===== config.mk =====
export PLATFORM = sky130hd
export DESIGN_NAME = imem_boot_ctrl_flat
export DESIGN_NICKNAME = d
export VERILOG_FILES = /design/src/rtl/imem_boot_ctrl_if.sv /design/src/rtl/imem_boot_ctrl.sv /design/src/flat_wrapper.sv
export SDC_FILE = /design/constraint.sdc
export NUM_CORES = 1
export LEC_CHECK = 0
export CAP_MARGIN = 40
export CORE_UTILIZATION = 28
export CTS_CLUSTER_SIZE = 14
export DETAILED_ROUTE_END_ITERATION = 16
export MAX_ROUTING_LAYER = met4
export PLACE_DENSITY = 0.54
export SLEW_MARGIN = 40
export SYNTH_ARGS = -nofsm -noshare
export SYNTH_HDL_FRONTEND = slang
export SYNTH_SLANG_ARGS = --single-unit

===== constraint.sdc =====
create_clock -name i_clk -period 7.14 [get_ports i_clk]
set_clock_uncertainty 0.15 [all_clocks]
set_input_delay 1.428 -clock i_clk [delete_from_list [all_inputs] [get_ports i_clk]]
set_output_delay 1.428 -clock i_clk [all_outputs]
set_load 0.005 [all_outputs]

===== src/rtl/imem_boot_ctrl_if.sv =====
// Port bundle for imem_boot_ctrl: byte-stream input, reload/PC from the core,
// instruction-memory write/address port and core status back out.
interface imem_boot_ctrl_if #(
  parameter int unsigned N     = 32,
  parameter int unsigned DEPTH = 77
);
  localparam int unsigned INDEX_W = $clog2(DEPTH);

  logic               i_rx_valid;
  logic [7:0]         i_rx_data;
  logic               o_rx_ready;
  logic               i_reload;
  logic [N-1:0]       i_core_addr;
  logic [INDEX_W-1:0] o_mem_addr;
  logic               o_mem_we;
  logic [N-1:0]       o_mem_wdata;
  logic               o_core_hold;
  logic               o_done;
  logic               o_err;
  logic               o_fetch_fault;

  // Controller side
  modport slave (
    input  i_rx_valid, i_rx_data, i_reload, i_core_addr,
    output o_rx_ready, o_mem_addr, o_mem_we, o_mem_wdata,
           o_core_hold, o_done, o_err, o_fetch_fault
  );

  // Stream source / core / memory side
  modport master (
    output i_rx_valid, i_rx_data, i_reload, i_core_addr,
    input  o_rx_ready, o_mem_addr, o_mem_we, o_mem_wdata,
           o_core_hold, o_done, o_err, o_fetch_fault
  );
endinterface


===== src/rtl/imem_boot_ctrl.sv =====
// Boot loader for the instruction memory: takes a 16-bit word-count header and
// little-endian words from a byte stream, then hands the address port to the PC.
module imem_boot_ctrl #(
  parameter int unsigned N     = 32,
  parameter int unsigned DEPTH = 77
) (
  input  logic            i_clk,
  input  logic            i_arst,
  imem_boot_ctrl_if.slave bus
);
  localparam int unsigned INDEX_W = $clog2(DEPTH);
  localparam logic [15:0] DEPTH_W = 16'(DEPTH);

  typedef enum logic [1:0] {HDR_LO, HDR_HI, DATA, RUN} state_t;

  typedef struct packed {
    logic [INDEX_W-1:0] idx;
    logic [N-1:0]       data;
  } wr_t;

  state_t      state_q, state_n;
  logic [15:0] count_q, count_n;
  logic [15:0] limit_q, limit_n;
  logic [15:0] word_q, word_n;
  logic [1:0]  pos_q, pos_n;
  logic [23:0] bytes_q, bytes_n;
  wr_t         wr_q, wr_n;
  logic        we_q, we_n;
  logic        err_q, err_n;
  logic        done_q, done_n;

  logic               accept;
  logic               hold_c;
  logic               hold_n;
  logic [15:0]        hdr_count;
  logic [INDEX_W-1:0] fetch_idx;
  logic               unused_addr_bits;

  assign accept    = bus.i_rx_valid && (state_q != RUN);
  assign hdr_count = {bus.i_rx_data, count_q[7:0]};
  assign hold_c    = (state_q != RUN) || we_q;
  assign fetch_idx = bus.i_core_addr[2 +: INDEX_W];
  assign unused_addr_bits = ^{bus.i_core_addr[N-1:2+INDEX_W], bus.i_core_addr[1:0]};

  // State and datapath registers
  always_ff @(posedge i_clk or posedge i_arst) begin
    if (i_arst) begin
      state_q <= HDR_LO;
      count_q <= '0;
      limit_q <= '0;
      word_q  <= '0;
      pos_q   <= '0;
      bytes_q <= '0;
      wr_q    <= '0;
      we_q    <= 1'b0;
      err_q   <= 1'b0;
      done_q  <= 1'b0;
    end else begin
      state_q <= state_n;
      count_q <= count_n;
      limit_q <= limit_n;
      word_q  <= word_n;
      pos_q   <= pos_n;
      bytes_q <= bytes_n;
      wr_q    <= wr_n;
      we_q    <= we_n;
      err_q   <= err_n;
      done_q  <= done_n;
    end
  end

  // Next-state: reload wins over any byte presented on the same edge
  always_comb begin
    state_n = state_q;
    count_n = count_q;
    limit_n = limit_q;
    word_n  = word_q;
    pos_n   = pos_q;
    bytes_n = bytes_q;
    wr_n    = wr_q;
    we_n    = 1'b0;
    err_n   = err_q;

    if (bus.i_reload) begin
      state_n = HDR_LO;
      count_n = '0;
      limit_n = '0;
      word_n  = '0;
      pos_n   = '0;
      bytes_n = '0;
      err_n   = 1'b0;
    end else if (accept) begin
      case (state_q)
        HDR_LO: begin
          count_n = {8'h00, bus.i_rx_data};
          state_n = HDR_HI;
        end
        HDR_HI: begin
          count_n = hdr_count;
          if (hdr_count == 16'd0) begin
            state_n = RUN;
          end else begin
            if (hdr_count > DEPTH_W) begin
              err_n   = 1'b1;
              limit_n = DEPTH_W;
            end else begin
              limit_n = hdr_count;
            end
            pos_n   = '0;
            word_n  = '0;
            state_n = DATA;
          end
        end
        DATA: begin
          pos_n = pos_q + 2'd1;
          if (pos_q == 2'd3) begin
            // Words beyond the memory are counted but dropped
            if (word_q < limit_q) begin
              we_n      = 1'b1;
              wr_n.idx  = INDEX_W'(word_q);
              wr_n.data = {bus.i_rx_data, bytes_q};
            end
            word_n = word_q + 16'd1;
            if ((word_q + 16'd1) == count_q) begin
              state_n = RUN;
            end
          end else begin
            case (pos_q)
              2'd0:    bytes_n[7:0]   = bus.i_rx_data;
              2'd1:    bytes_n[15:8]  = bus.i_rx_data;
              default: bytes_n[23:16] = bus.i_rx_data;
            endcase
          end
        end
        default: begin
        end
      endcase
    end

    hold_n = (state_n != RUN) || we_n;
    done_n = hold_c && !hold_n;
  end

  // A pending write owns the address port ahead of the PC
  assign bus.o_mem_addr    = we_q ? wr_q.idx
                                  : ((state_q == RUN) ? fetch_idx : INDEX_W'(word_q));
  assign bus.o_mem_we      = we_q;
  assign bus.o_mem_wdata   = wr_q.data;
  assign bus.o_core_hold   = hold_c;
  assign bus.o_rx_ready    = (state_q != RUN);
  assign bus.o_done        = done_q;
  assign bus.o_err         = err_q;
  assign bus.o_fetch_fault = !hold_c && (32'(fetch_idx) >= DEPTH);
endmodule


===== src/flat_wrapper.sv =====
// flat-port wrapper written by rule: the top's interface ports become plain ports
module imem_boot_ctrl_flat 
#(
  parameter int unsigned N     = 32,
  parameter int unsigned DEPTH = 77
)
  (i_clk, i_arst, bus_i_rx_valid, bus_i_rx_data, bus_i_reload, bus_i_core_addr, bus_o_rx_ready, bus_o_mem_addr, bus_o_mem_we, bus_o_mem_wdata, bus_o_core_hold, bus_o_done, bus_o_err, bus_o_fetch_fault);
  imem_boot_ctrl_if #(.N(N), .DEPTH(DEPTH)) bus_i ();
  input  logic i_clk;
  input  logic i_arst;
  input wire logic [$bits(bus_i.i_rx_valid)-1:0] bus_i_rx_valid;
  input wire logic [$bits(bus_i.i_rx_data)-1:0] bus_i_rx_data;
  input wire logic [$bits(bus_i.i_reload)-1:0] bus_i_reload;
  input wire logic [$bits(bus_i.i_core_addr)-1:0] bus_i_core_addr;
  output wire logic [$bits(bus_i.o_rx_ready)-1:0] bus_o_rx_ready;
  output wire logic [$bits(bus_i.o_mem_addr)-1:0] bus_o_mem_addr;
  output wire logic [$bits(bus_i.o_mem_we)-1:0] bus_o_mem_we;
  output wire logic [$bits(bus_i.o_mem_wdata)-1:0] bus_o_mem_wdata;
  output wire logic [$bits(bus_i.o_core_hold)-1:0] bus_o_core_hold;
  output wire logic [$bits(bus_i.o_done)-1:0] bus_o_done;
  output wire logic [$bits(bus_i.o_err)-1:0] bus_o_err;
  output wire logic [$bits(bus_i.o_fetch_fault)-1:0] bus_o_fetch_fault;
  assign bus_i.i_rx_valid = bus_i_rx_valid;
  assign bus_i.i_rx_data = bus_i_rx_data;
  assign bus_i.i_reload = bus_i_reload;
  assign bus_i.i_core_addr = bus_i_core_addr;
  assign bus_o_rx_ready = bus_i.o_rx_ready;
  assign bus_o_mem_addr = bus_i.o_mem_addr;
  assign bus_o_mem_we = bus_i.o_mem_we;
  assign bus_o_mem_wdata = bus_i.o_mem_wdata;
  assign bus_o_core_hold = bus_i.o_core_hold;
  assign bus_o_done = bus_i.o_done;
  assign bus_o_err = bus_i.o_err;
  assign bus_o_fetch_fault = bus_i.o_fetch_fault;
  imem_boot_ctrl #(.N(N), .DEPTH(DEPTH)) u_core (.i_clk(i_clk), .i_arst(i_arst), .bus(bus_i));
endmodule

### Word-level counts from Yosys, hierarchy flattened

Cells that the tools add are included.

| storage, ports and cells | value |
|---|---|
| register bits | 118 |
| bits of input ports | 44 |

| cells by class | value |
|---|---|
| $add $sub $neg | 2 |
| order comparisons | 3 |
| equality and inequality tests | 14 |
| muxes and demuxes | 42 |
| bitwise operators | 1 |
| reductions and logical operators | 30 |

Operators by type and width:

| cell | count |
|---|---|
| two-way mux 16 bit | 11 |
| two-way mux 24 bit | 4 |
| one-hot mux 16 bit (2 select lines) | 2 |
| two-way mux 8 bit | 3 |
| AND reduction 4 bit | 5 |
| adder 16 x 1 -> 16 bit (second input constant) | 1 |
| equality test 16 bit | 1 |
| greater-than comparator 16 x 7 -> 1 bit (second input constant) | 1 |
| zero test 16 bit | 1 |
| less-than comparator 16 bit | 1 |
| two-way mux 2 bit | 7 |
| two-way mux 7 bit | 2 |
| nonzero test 2 bit | 7 |
| two-way mux 1 bit | 11 |
| != test 2 bit (second input constant) | 5 |
| AND reduction 3 bit | 3 |
| >= comparator 7 bit (second input constant) | 1 |
| equality test 2 bit (second input constant) | 3 |
| one-hot mux 2 bit (3 select lines) | 1 |
| nonzero test 3 bit | 2 |
| AND reduction 5 bit | 1 |
| equality test 2 x 1 -> 1 bit (second input constant) | 2 |
| zero test 2 bit | 2 |
| one-hot mux 2 bit (2 select lines) | 1 |
| other kinds (10) | 14 |

### Logic depth before layout (Yosys ltp)

Gate-level depths: netlist (run 1).

| logic depth | value |
|---|---|
| word-level depth | 11 |
| mapped depth | 9 |
| depth with buffers taken out | 8 |

### Worst setup path before layout (run 1)

No wires, ideal clock.

| timing path | value |
|---|---|
| path type | input -> output |
| start | input port bus_i_core_addr[3] |
| end | output port bus_o_fetch_fault |
| arrival time | 1.820 ns |
| slack | 3.742 ns |
| stages | 3 |
| path buffers | 0 |
| cells stage by stage | o211a_1 nor3_1 nor3b_1 |

| between the ends | value |
|---|---|
| word-level cells in the longest chain between the ends | 2 |

RTL lines:

| item | line | source |
|---|---|---|
| start, declared | flat_wrapper.sv:14 | `input wire logic [$bits(bus_i.i_core_addr)-1:0] bus_i_core_addr;` |
| >= comparator 7 bit | imem_boot_ctrl.sv:153 | `assign bus.o_fetch_fault = !hold_c && (32'(fetch_idx) >= DEPTH);` |
| logical AND 1 bit | imem_boot_ctrl.sv:153 |  |
| end, declared | flat_wrapper.sv:22 | `output wire logic [$bits(bus_i.o_fetch_fault)-1:0] bus_o_fetch_fault;` |

Every way passes these cells.

### Worst setup path after layout (run 1)

| timing path | value |
|---|---|
| start | input port bus_i_core_addr[5] |
| end | output port bus_o_fetch_fault |

The elaborated chain is that of the path after synthesis.

==> out/results.tsv, run 1 <==
metric	value	unit
status	finished, final reports clean	
Hold Crit Class	reg2reg	
post-CTS setup buffer count	0	
top_reg_cell synth	dfrtp_1	
CP required	5.56	ns
clock-pin slew on the worst setup and hold paths	0.06	ns
most frequent cells in the layout	117 x dfrtp_1, 75 x nand2_1, 62 x clkdlybuf4s50_1, 53 x o21ai_0, 40 x mux2_2	
DRC errors left	0	
Fin. Hold Viols	0	
Crit path arrival time	2.84	ns
maximum VDD drop	0.158	mV
P per Cell Area	223	mW/mm^2
vias in the first global route	4379	
Critical Setup Path Class	in2out	
Synth cell types	59	
min cycle time layout	4.42	ns
number of diodes	0	
CTS tree	done	
first-pass GRT wire length	24200	um
Synth top area share	0.478	
largest net degree at the start of global routing	63	
period utilization	0.619	
Detailed Place HPWL	10200	um
Synth Cell Area	0.00618	sq mm
layout cells sized above 1	0.143	
# rows	53	
Max Slew Vio Count	0	
worst r2r src	u_core.word_q[2]	
drt pass-1 iters	4	
drt via density	4.84	
DIE HEIGHT	151	um
maximum fanout along the worst path	2	
R2R depth	7	
WL final	14900	um
WHS	0.325	ns
I/O pin count	89	
final setup fails	0	
top area cells in the synthesized netlist	dfrtp_1 48%, mux2_2 7.3%, nand2_1 4.6%	
die area	0.0227	sq mm
Die W	151	um
Initial Util	0.289	
final design area excluding fillers	0.00740	sq mm
Final #Nets	709	
RSZ-0062 raised after global routing	no	
FF-to-FF setup slack	4.14	ns
Avg Cell Area, Syn	9.86	sq um
grt total ovfl	0	
Seq cells post-synth	118	
Area Overhead vs Synth	19.8	%
Clock Sinks	118	
area of the core	0.0214	sq mm
Max Cap Viol	0	
Mapped Cells	627	
overall power	0.00165	W
gr usage total	0.145	
DRT iter0 DRCs	324	
via count	4522	
CP Launch Point	bus_i_core_addr[5]	
Post-synth EDFFs	0	
IO buf count	63	
Least-Margin Pin Slew	0.656	ns
commonest non-fill, non-tap cell in the layout	dfrtp_1	
asr flop ratio synth	1.00	
Placer Congestion	0.774	
CTS Buf Count	17	
Fmax	0.226	GHz
P_leak	3.18	nW
register area share after synthesis	0.478	
Synth area leader	dfrtp_1	
Hold-fix buffers, CTS	0	
CP startpoint kind	input port	
Clk Latency, worst-skew pair	0.42	ns
post-place instance area	0.00680	sq mm
WL per Instance	16.0	um
initial antenna violation count	0	
H-tree levels	4	
setup TNS	0	ns
worst setup path endpoint	bus_o_fetch_fault	
yosys warns	0	
Synth Net Count	690	
Max Buffers Root-to-Sink	2	
Rel. slew slack	0.563	
antenna-violating nets left	0	
RR Endpoint	u_core.wr_q[33]	
Resize count post-CTS	0	
CP Capture Type	primary output	
CTS Root Cell	clkbuf_16	
==> worst min-delay path by stage <==
stage,to,slack [ns],depth (start not counted),startpoint
final,u_core.bytes_q[1],0.33,2,u_core.bytes_q[1]
after global routing,u_core.bytes_q[7],0.35,2,u_core.bytes_q[7]
after CTS,u_core.bytes_q[6],0.33,2,u_core.bytes_q[6]
after detailed placement,u_core.bytes_q[6],0.32,2,u_core.bytes_q[6]
after global placement,u_core.bytes_q[6],0.31,2,u_core.bytes_q[6]
after floorplan,u_core.bytes_q[0],0.29,2,u_core.bytes_q[0]
==> logic make-up after synthesis <==
family,after synthesis,share of synthesized area
simple gates,188,0.152
compound gates,145,0.140
mux,48,0.0858
flops,118,0.478
buf+inv,90,0.0783
fa+ha+maj,19,0.0385
xor+xnor,19,0.0269
==> synth_stat cells, types with 3 or more instances <==
cell type    n
a22o_1       3
clkbuf_1    21
buf_2        9
ha_1        19
a31oi_1     11
o31ai_1      3
inv_1       22
o211ai_1     3
xor2_1       4
buf_4       36
and3_1       5
mux2_2      40
a21oi_1     41
a211oi_1     5
a21o_1       4
nor2_1      35
dfrtp_1    118
nand3_1     15
nor3_1      22
o21ai_1      7
nor4_1       3
nand4_1      7
nand2_1     75
xnor2_1     15
o21ai_0     53
mux2i_1      8
==> where the power goes <==
group          switching [W]  leakage (nW)  internal (W)
clock network       0.000316         0.273      0.000523
logic              0.0000709          1.29     0.0000382
registers          0.0000179          1.62      0.000688
==> registers in the layout, indices dropped and copies added, names as in the netlist, 2 cells and up <==
signal and flops:
u_core.bus.o_mem_wdata 32, u_core.bytes_q 24, u_core.count_q 16, u_core.limit_q 16, u_core.word_q 16, u_core.wr_q 7, u_core.pos_q 2, u_core.state_q 2
==> per-stage QoR <==
stage,util,worst slack (ns),std cells
after global placement,0.318,2.61,901
after detailed placement,0.318,2.64,901
after global routing,0.347,2.66,934
after CTS,0.346,2.61,933
final,0.347,2.72,934
after floorplan,-,2.43,627
==> critical path, stage by stage <==
cell and delay [ns]:
clkdlybuf4s50_1 0.51, o211a_1 0.16, nor3_1 0.04, nor3b_1 0.18, clkdlybuf4s50_1 0.52
==> layer usage <==
| metal | wire [um] | up-vias | global-route usage |
|---|---|---|---|
| li1 | - | 2217 | - |
| met1 | 7730 | 2191 | 0.209 |
| met2 | 6230 | 100 | 0.195 |
| met3 | 786 | 14 | 0.0333 |
| met4 | 203 | 0 | 0.0510 |
| met5 | 0 | - | - |
==> final cells by class <==
class	count	area, sq um
clock buffers	21	450
clock inverters	11	128
multi-input cells	419	2770
well taps	275	344
inverters	23	91.3
flip-flops and latches	118	2950
fillers	2222	13900
repair buffers	67	667
Power figures use the tool's default switching activity.
==> run 2: changes to the inputs <==
==> constraint.sdc (replaced) <==
create_clock -name i_clk -period 4.3 [get_ports i_clk]
set_clock_uncertainty 0.15 [all_clocks]
set_input_delay 0.86 -clock i_clk [delete_from_list [all_inputs] [get_ports i_clk]]
set_output_delay 0.86 -clock i_clk [all_outputs]
set_load 0.005 [all_outputs]
==> out/results.tsv, run 2 (synthesized netlist as in run 1, its figures left out) <==
metric	value	unit	change
WL per Instance	15.9	um	was 16.0 um
P per Cell Area	384	mW/mm^2	was 223 mW/mm^2
period utilization	0.807		
first-pass GRT wire length	24600	um	was 24200 um
# rows	53		unchanged
Fmax	0.288	GHz	
Detailed Place HPWL	10300	um	was 10200 um
vias in the first global route	4463		was 4379
CP required	3.29	ns	was 5.56 ns
P_leak	3.24	nW	was 3.18 nW
grt total ovfl	0		unchanged
Critical Setup Path Class	reg2out		was in2out
via count	4595		was 4522
Max Cap Viol	0		unchanged
post-CTS setup buffer count	0		unchanged
initial antenna violation count	0		unchanged
layout cells sized above 1	0.146		was 0.143
Crit path arrival time	2.46	ns	was 2.84 ns
largest net degree at the start of global routing	61		was 63
antenna-violating nets left	0		unchanged
CTS tree	done		unchanged
Hold-fix buffers, CTS	0		unchanged
FF/Latch Area	0.00295	sq mm	about the same
Resize count post-CTS	0		unchanged
maximum VDD drop	0.307	mV	was 0.158 mV
most frequent cells in the layout	118 x dfrtp_1, 75 x nand2_1, 62 x clkdlybuf4s50_1, 53 x o21ai_0		was 117 x dfrtp_1, 75 x nand2_1, 62 x clkdlybuf4s50_1, 53 x o21ai_0, 40 x mux2_2
drt pass-1 iters	5		was 4
area of the multi-input gates	0.00276	sq mm	was 0.00277 sq mm
Fin. Hold Viols	0		unchanged
Initial Util	0.289		unchanged
Max Buffers Root-to-Sink	2		unchanged
clock-pin slew on the worst setup and hold paths	0.06	ns	about the same
status	finished, final reports clean		unchanged
WL final	15000	um	was 14900 um
CTS Root Cell	clkbuf_16		unchanged
DRT iter0 DRCs	315		was 324
maximum fanout along the worst path	9		was 2
gr usage total	0.149		was 0.145
CP Capture Type	primary output		unchanged
Die W	151	um	unchanged
H-tree levels	4		unchanged
Fillers	2202		was 2222
Clk Latency, worst-skew pair	0.42	ns	about the same
RSZ-0062 raised after global routing	no		unchanged
final setup fails	0		unchanged
Worst path slowest cell	clkdlybuf4s50_1		unchanged
Least-Margin Pin Slew	0.632	ns	was 0.656 ns
CTS Buf Count	17		unchanged
DIE HEIGHT	151	um	unchanged
min cycle time layout	3.47	ns	
Final #Nets	715		was 709
Bufs and invs on worst path	1		was 2
Rel. slew slack	0.578		was 0.563
Clock Sinks	118		unchanged
DRC errors left	0		unchanged
Largest register FFs	32		unchanged
area of the core	0.0214	sq mm	unchanged
Area Overhead vs Synth	21.5	%	was 19.8%
Max Slew Vio Count	0		unchanged
drt via density	4.89		was 4.84
I/O pin count	89		unchanged
CP startpoint kind	flop		was input port
Placer Congestion	0.762		was 0.774
Hold Crit Class	reg2reg		unchanged
commonest non-fill, non-tap cell in the layout	dfrtp_1		unchanged
IO buf count	63		unchanged
die area	0.0227	sq mm	unchanged
number of diodes	0		unchanged
max incr delay on CP	0.53	ns	was 0.52 ns
cell family with most CP delay	simple AND/OR/NAND/NOR gates		was buffers and inverters
CP Cell Sequence	nand2_1, or2_2, nor3b_1, clkdlybuf4s50_1		was clkdlybuf4s50_1, o211a_1, nor3_1, nor3b_1, clkdlybuf4s50_1
setup TNS	0	ns	unchanged
overall power	0.00289	W	was 0.00165 W
[run 2: final cells by class]
| cell class | count | share of cell area |
|---|---|---|
| sequential | 118 | 0.393 |
| timing repair buffer | 73 | 0.0967 |
| clock inverter | 13 | 0.0260 |
| multi-input combinational | 419 | 0.367 |
| clock buffer | 19 | 0.0590 |
| tap | 275 | 0.0458 |
| inverter | 23 | 0.0122 |
[run 2: where the power goes]
group | internal (W) | switching, W | leakage, nW
sequential | 0.00114 | 0.0000243 | 1.62
clock | 0.000992 | 0.000538 | 0.301
combinational | 0.0000671 | 0.000123 | 1.33
[run 2: path summary, 6_finish.rpt]
kind                                   start                   endpoint  slack (ns)  depth (start not counted)
max reg2reg                 u_core.word_q[0]          u_core.bus.o_done        1.46                          7
max in group asynchronous             i_arst         u_core.limit_q[13]        2.56                          3
max                        u_core.state_q[1]          bus_o_fetch_fault        0.83                          4
min reg2reg                u_core.bytes_q[5]          u_core.bytes_q[5]        0.32                          2
min                        u_core.bytes_q[5]          u_core.bytes_q[5]        0.32                          2
min in group asynchronous             i_arst  u_core.bus.o_mem_wdata[9]        0.70                          2
[run 2: stage by stage]
| stage | std cells | utilization | area [sq um] | hold WS [ns] | setup slack, ns |
|---|---|---|---|---|---|
| after floorplan | 627 | - | 6180 | 0.294 | 0.161 |
| after global placement | 908 | 0.322 | 6870 | 0.311 | 0.742 |
| after detailed placement | 908 | 0.322 | 6870 | 0.317 | 0.751 |
| after CTS | 940 | 0.351 | 7500 | 0.330 | 0.807 |
| after global routing | 940 | 0.352 | 7510 | 0.344 | 0.670 |
| final | 940 | 0.352 | 7510 | 0.323 | 0.830 |
[run 2: worst register-to-register path, delay by kind of cell (launching register included)]
kind,cells,cell delay (ns)
AO/OA/AOI/OAI,2,0.66
XOR/XNOR,1,0.12
adder cells (fa/ha/maj),1,0.41
flip-flops,1,0.55
AND/OR/NAND/NOR,3,0.86
[run 2: metal layers]
layer	part of all wire	vias to the layer above	global-route usage
li1	-	2237	-
met5	0	-	-
met1	0.52	2228	0.213
met4	0.013	0	0.0510
met2	0.42	116	0.200
met3	0.047	14	0.0370
